--- src/rtl/pulse_stretcher.sv ---
// pulse_stretcher: turns 1-cycle events into fixed-width high windows separated by a guaranteed low gap.
// Events that arrive while a window is in progress are queued in a saturating counter; dropped events raise overflow.
module pulse_stretcher #(
    parameter int HIGH_CYCLES = 4,
    parameter int GAP_CYCLES  = 2,
    parameter int QUEUE_MAX   = 3,
    localparam int PW = $clog2(QUEUE_MAX + 1),
    localparam int CW = $clog2((HIGH_CYCLES > GAP_CYCLES ? HIGH_CYCLES : GAP_CYCLES) + 1)
) (
    input  logic          clk,
    input  logic          nrst,
    input  logic          i_pulse_in,
    output logic          o_level_out,
    output logic          o_busy,
    output logic [PW-1:0] o_pending,
    output logic          o_overflow
);
    localparam logic [1:0] S_IDLE = 2'd0;
    localparam logic [1:0] S_HIGH = 2'd1;
    localparam logic [1:0] S_GAP  = 2'd2;

    logic [1:0]    r_state, w_state;
    logic [CW-1:0] r_cnt, w_cnt;
    logic [PW-1:0] r_pending, w_pending;
    logic          r_level, w_level;
    logic          r_overflow;
    logic          w_cnt_zero, w_gap_end, w_consume, w_direct, w_start;
    logic          w_queue_req, w_drop, w_inc;

    assign w_cnt_zero  = r_cnt == '0;
    assign w_gap_end   = r_state == S_GAP && w_cnt_zero;
    assign w_consume   = w_gap_end && r_pending != '0;
    assign w_direct    = i_pulse_in && (r_state == S_IDLE || (w_gap_end && r_pending == '0));
    assign w_start     = w_direct || w_consume;
    assign w_queue_req = i_pulse_in && !w_direct;
    // A consume on the same cycle frees a slot, so a full queue still takes the request.
    assign w_drop      = w_queue_req && r_pending == PW'(QUEUE_MAX) && !w_consume;
    assign w_inc       = w_queue_req && !w_drop;
    assign w_pending   = w_inc && !w_consume ? r_pending + PW'(1) :
                         !w_inc && w_consume ? r_pending - PW'(1) : r_pending;

    always_comb begin
        w_state = r_state;
        w_cnt   = r_cnt;
        w_level = r_level;
        if (w_start) begin
            w_state = S_HIGH;
            w_cnt   = CW'(HIGH_CYCLES - 1);
            w_level = 1'b1;
        end else if (r_state == S_HIGH) begin
            w_state = w_cnt_zero ? S_GAP : S_HIGH;
            w_cnt   = w_cnt_zero ? CW'(GAP_CYCLES - 1) : r_cnt - CW'(1);
            w_level = !w_cnt_zero;
        end else if (r_state == S_GAP) begin
            w_state = w_cnt_zero ? S_IDLE : S_GAP;
            w_cnt   = w_cnt_zero ? '0 : r_cnt - CW'(1);
            w_level = 1'b0;
        end else begin
            w_state = S_IDLE;
            w_cnt   = '0;
            w_level = 1'b0;
        end
    end

    always_ff @(posedge clk or negedge nrst) begin
        if (!nrst) begin
            r_state    <= S_IDLE;
            r_cnt      <= '0;
            r_level    <= 1'b0;
            r_pending  <= '0;
            r_overflow <= 1'b0;
        end else begin
            r_state    <= w_state;
            r_cnt      <= w_cnt;
            r_level    <= w_level;
            r_pending  <= w_pending;
            r_overflow <= w_drop;
        end
    end

    assign o_level_out = r_level;
    assign o_busy      = r_state != S_IDLE;
    assign o_pending   = r_pending;
    assign o_overflow  = r_overflow;
endmodule

--- config.mk ---
export PLATFORM = sky130hd
export DESIGN_NAME = pulse_stretcher
export DESIGN_NICKNAME = d
export VERILOG_FILES = /design/src/rtl/pulse_stretcher.sv
export SDC_FILE = /design/constraint.sdc
export NUM_CORES = 1
export LEC_CHECK = 0
export ABC_AREA = 0
export CORE_AREA = 2 2 39 41
export DETAILED_ROUTE_END_ITERATION = 12
export DIE_AREA = 0 0 41 43
export GPL_TIMING_DRIVEN = 1
export MAX_ROUTING_LAYER = met4
export SYNTH_ARGS = -nofsm -noshare
export SYNTH_HDL_FRONTEND = slang
export SYNTH_SLANG_ARGS = --single-unit
export TNS_END_PERCENT = 100
--- constraint.sdc ---
create_clock -name clk -period 4.3 [get_ports clk]
set_input_delay 0.43 -clock clk [delete_from_list [all_inputs] [get_ports clk]]
set_output_delay 0.43 -clock clk [all_outputs]
set_load 0.05 [all_outputs]
After elaboration in Yosys (flattened, before gate mapping)
Cells that the tools add are included.
- bits of input ports: 3
- flip-flop bits (word level): 9
- word-level logic and storage cells: 48
- output and inout bits: 5
- multiplexer cells: 14
- add/sub/neg operators: 3
- equality and inequality tests: 3
- reductions and logical operators: 23
- operators with widths (kind ; number):
    $mux 3 ; 5
    $mux 2 ; 7
    $logic_and 1x1->1 ; 10
    $reduce_bool 2->1 ; 3
    $logic_not 1->1 ; 5
    $eq 2x2->1 const B ; 2
    $logic_not 2->1 ; 2
    $logic_not 3->1 ; 1
    $sub 3x1->3 const B ; 1
    $add 2x1->2 const B ; 1
    $eq 2x1->1 const B ; 1
    $logic_or 1x1->1 ; 2
    $mux 1 ; 2
    $sub 2x1->2 const B ; 1

Logic depth before layout (Yosys ltp)
- word-level depth: 15
- gate-level depth with buffers: 8
- mapped depth without buffers: 7

Least setup slack after synthesis
Ideal clock, no wire load.
- path kind: register to register
- start point: register r_pending[0] (netlist: o_pending[0])
- end point: register r_pending[1] (netlist: o_pending[1])
- clock period less this slack: 2.115 ns
- data arrival time: 2.033 ns
- path slack: 2.185 ns
- path buffers: 1
- stages on the path, launching flop included: 8
- setup time: 0.083 ns
- required time: 4.217 ns
- cell sequence: dfrtp_1 > clkbuf_1 > o21ai_0 > or3_2 > ha_1 > xor2_1 > nor2_1 > xor2_1
- word-level cells in the longest chain between the ends: 13
- elaborated cells on any way between the ends: 22
- those cells by class: add/sub: 2; eq/ne: 1; mux: 2; reduce/logical: 17
- RTL lines (what ; RTL line ; text):
    from (decl) ; 24 ; logic [PW-1:0] r_pending, w_pending;
    from (signal assigned) ; 76 ; r_pending <= w_pending;
    $logic_not 2->1 ; 33 ; assign w_direct = i_pulse_in && (r_state == S_IDLE || (w_gap_end && r_pending == '0));
    $logic_and 1x1->1 ; 33 ;
    $logic_or 1x1->1 ; 33 ;
    $logic_and 1x1->1 ; 33 ;
    $logic_not 1->1 ; 35 ; assign w_queue_req = i_pulse_in && !w_direct;
    $logic_and 1x1->1 ; 35 ;
    $logic_and 1x1->1 (2 in a row) ; 37 ; assign w_drop = w_queue_req && r_pending == PW'(QUEUE_MAX) && !w_consume;
    $logic_not 1->1 ; 38 ; assign w_inc = w_queue_req && !w_drop;
    $logic_and 1x1->1 ; 38 ;
    $logic_not 1->1 ; 40 ; !w_inc && w_consume ? r_pending - PW'(1) : r_pending;
    $logic_and 1x1->1 ; 40 ;
    $reduce_bool 2->1 (no line) ; - ;
Several ways; a longest one is shown, not always the timed one. The select of a mux whose other input is x is not followed.
A chain may end at the register's enable or synchronous reset.

Final worst setup path
- start point: register r_state[0]
- end point: output port o_busy
- word-level cells in the longest chain between the ends: 1
- RTL lines (what ; RTL line ; text):
    from (decl) ; 22 ; logic [1:0] r_state, w_state;
    from (signal assigned) ; 73 ; r_state <= w_state;
    $reduce_bool 2->1 ; 82 ; assign o_busy = r_state != S_IDLE;
    to (decl) ; 14 ; output logic o_busy,
Every way passes these cells.

==> results.md <==
Synth:
- Counting every net in the synthesized netlist gives 52.
- The part of the Yosys area used for sequential elements is 0.421.
- The cell count after synthesis is 48.
- In this run, synthesis inferred 0 flip-flops with an integrated enable.
- After synthesis, the cell types taking the most area are dfrtp_1, xor2_1, a221oi_1, nor2_1, nor3b_1.
- The cell area that synthesis handed to floorplanning was around 480 sq um.
- Synthesis inferred 8 register bits.
- The count of yosys warnings during synthesis is 0.
- The number of distinct library cells after synthesis is 28.
- The share of synthesized area in the top cell type comes to 0.421.
- The mean area per synthesized cell is 9.91 sq um.
- The synthesized design spends more area on one cell type than any other, namely dfrtp_1.
- The primary flip-flop cell chosen by synthesis mapping is dfrtp_1.
- Counting flops with an async set or reset pin after synthesis yields a share of 1.00.

Layout:
- The post-route core utilization is 0.409.
- Compared with the post-synthesis result, the final layout area differs by 18.9%.
- The fill cell instance count of the final layout is between 100 and 150.
- The number of diodes added for antenna fixing is 0.
- Leaving out fill and tap cells, the most frequent cells in the layout are dfrtp_1, clkdlybuf4s50_1, nor2_1.
- Leaving out fill and tap cells, the most frequent cell in the layout is dfrtp_1.
- The finished layout holds 70 standard cells, fillers aside.
- After the last flow step, the layout net total stands at 60.
- In the final layout, the share of cells above drive strength 1 is 0.148.
- After routing the design area is 566 sq um.

Floorplanning:
- The floorplan step defined a die boundary enclosing ~1800 sq um.
- Measured along the x axis, the die boundary spans a little over 40 microns.
- The I/O pin total is 8.
- The core region is ~1400 sq um.
- The number of core rows is 14.
- For this configuration, the core starts out at a cell density of 0.344.
- Measured along the y axis, the die boundary spans ~43 microns.

GRT:
- For met2 alone, demand over resource in global routing was 0.163.
- The aggregate global-route resource usage is 0.145.
- The wire length of the first global-routing pass is approximately 1600 microns.
- The global routing usage on met3 is 0.0471.
- The via count of the first global-routing pass was ~360.
- The maximum number of pins on one net before global-route repair is 14.
- The layer with the highest usage after global routing is met1.
- For met1 alone, demand over resource in global routing was 0.209.
- The initial antenna violation count is 0.
- After global routing the overflow that remains totals 0.

Clock network:
- CTS saw 8 sinks.
- In this run, CTS created clock tree buffers numbering 3.
- After clock tree synthesis, the setup repair step added 0 buffers.
- Clock latency on the worst-skew pair, taken at its later pin, is approximately 260 ps.
- The number of hold-repair buffers added at the cts stage is 0.
- CTS built an H-tree with a depth of 1.
- The clock-pin slew reported for the worst setup and hold paths after clock tree synthesis is 60 ps.
- The longest clock path from root to sink contains 2 buffers.
- The clock tree from TritonCTS is done.
- The cell chosen for the clock root is clkbuf_4.
- After clock tree synthesis, the repair step resized 0 gates.

Route:
- The total vias in the final route is 388.
- The detailed-route DRC error count is 0.
- In this run, the number of DRC markers left after iteration 0 of detailed routing was 7.
- Summed over all layers, the routed wires come to roughly 950 microns.
- After detailed routing, the average wire length per cell comes to around 14 microns.
- Before antenna repair, the detailed router went through 4 iterations.
- The detail route stage leaves a number of antenna-violating nets equal to 0.
- After detailed routing, the number of vias per cell comes to around 5.5.

Place:
- Once placement finished, the instance area stood at around 540 sq um.
- Routability-driven placement finished with a final weighted congestion of between 0.7 and 0.8.
- Prior to clock tree synthesis, the placed netlist has a worst setup slack of approximately 2200 ps.
- During placement, the flow inserted port buffers numbering 7.
- After detailed placement, the design holds a cell count of 67.
- The estimated wirelength of the detail-placed design is 641 microns.

STA:
- The number of pins with negative max-slew slack in the final report is 0.
- Setup repair after global routing left no endpoint under its margin.
- At the pin with the least slew margin, the transition time is 494 ps.
- In this run the tightest slew margin relative to its limit is 0.670.
- The final count of negative-setup-slack endpoints is 0.
- The portion of the clock cycle consumed by the worst path in the final layout is 0.522.
- The achievable clock frequency is 0.445 GHz.
- The number of hold-slack violations in the final timing report is 0.
- After routing, the total negative slack on setup checks comes to 0 ps.
- Across all hold checks on the routed design, the worst slack comes to between 400 and 500 ps.
- In the post-route analysis, the smallest setup slack over all paths is 2060 ps.
- Between clock sinks in the finished design, the worst skew comes to a little under 10 ps.
- The final critical delay including setup and external delays is 2240 ps.

Setup path:
- Traced cell by cell, the critical path runs through or2_2 -> clkdlybuf4s50_1.
- The standard cell with the maximum stage delay on the critical path is clkdlybuf4s50_1.
- The maximum net fanout on the critical path is 13.
- STA classifies the critical path endpoint as an output port.
- For this run, the slowest stage of the critical path takes 700 ps.
- The critical path launch point type is a register.
- Data on the critical path is required at its endpoint by slightly below 4000 ps.
- Data arrives at the worst endpoint at around 1800 ps.
- The critical setup path kind is register to output port.

Pwr:
- In this run the static leakage power is 0.240 nW.
- The total power density per cell area is roughly 880 nW/um^2.
- Across the VDD grid, the largest voltage drop is 370 uV.
- After layout, the design draws a total of a little under 0.5 mW.

Run status:
- The flow ran to the end, and the final reports show no timing, DRC or antenna violations.

Run:
- The tool flagged a number of max-cap violations equal to 0.

Worst hold path:
- The class of the tightest hold or removal check is input pin to asynchronous set/reset pin.
==> Yosys cell counts, types with 2 or more instances <==
library cell  number
or3_1              2
clkbuf_1           3
nor2_1             4
nor3_1             2
nor3b_1            2
o21ai_0            2
nand2_1            2
dfrtp_1            8
a221oi_1           2
xor2_1             3
==> report_power, final <==
| part | internal, mW | switching, mW | total, mW |
|---|---|---|---|
| Combinational | 0.118 | 0.146 | 0.264 |
| Sequential | 0.106 | 0.0658 | 0.172 |
| Clock | 0.0321 | 0.0273 | 0.0594 |
| Total | 0.256 | 0.239 | 0.495 |
==> area by class of cell <==
cell class / count / area (sq um) / share of cell area
multi-input combinational: 35 / 249 / 0.440
inverter: 1 / 3.75 / 0.00664
clock buffer: 3 / 22.5 / 0.0398
sequential: 8 / 200 / 0.354
tap: 16 / 20.0 / 0.0354
timing repair buffer: 7 / 70.1 / 0.124
==> sequential cells by signal, summed over array words and instances (netlist names) <==
| name | count |
|---|---|
| o_overflow | 1 |
| o_pending | 2 |
| r_cnt | 3 |
| r_state | 2 |
==> worst max-delay path, delay by kind of cell (launching register included) <==
family | cells | cell delay [ps]
and+or+nand+nor | 1 | 350
buffers and inverters | 1 | 700
DFF | 1 | 510
==> path summary, 6_finish.rpt <==
kind | start | end | slack [ps] | depth (start not counted)
max in group asynchronous | nrst | o_pending[0]$_DFFE_PN0P_ | 3550 | 1
min in group clk | r_cnt[2]$_DFF_PN0_ | r_cnt[2]$_DFF_PN0_ | 590 | 1
min | nrst | r_cnt[2]$_DFF_PN0_ | 460 | 1
max reg2reg | r_cnt[0]$_DFF_PN0_ | o_pending[1]$_DFFE_PN0P_ | 2210 | 6
max | r_state[0]$_DFF_PN0_ | o_busy | 2060 | 2
min reg2reg | r_cnt[2]$_DFF_PN0_ | r_cnt[2]$_DFF_PN0_ | 590 | 1
==> cell families after synthesis <==
logic type               count (synthesis)  share of synthesized area
AND/OR/NAND/NOR                         19                      0.234
AO/OA/AOI/OAI                           11                      0.189
flip-flops                               8                      0.421
buffers and inverters                    5                     0.0553
XOR/XNOR                                 4                     0.0737
adder cells (fa/ha/maj)                  1                     0.0263
==> per-layer routing <==
metal | part of all wire | wire, microns
met5 | 0 | 0
met4 | 0.023 | 22
met3 | 0.074 | 70
met2 | 0.39 | 367
met1 | 0.51 | 488
Note: power is estimated with default switching activity, not from simulation.
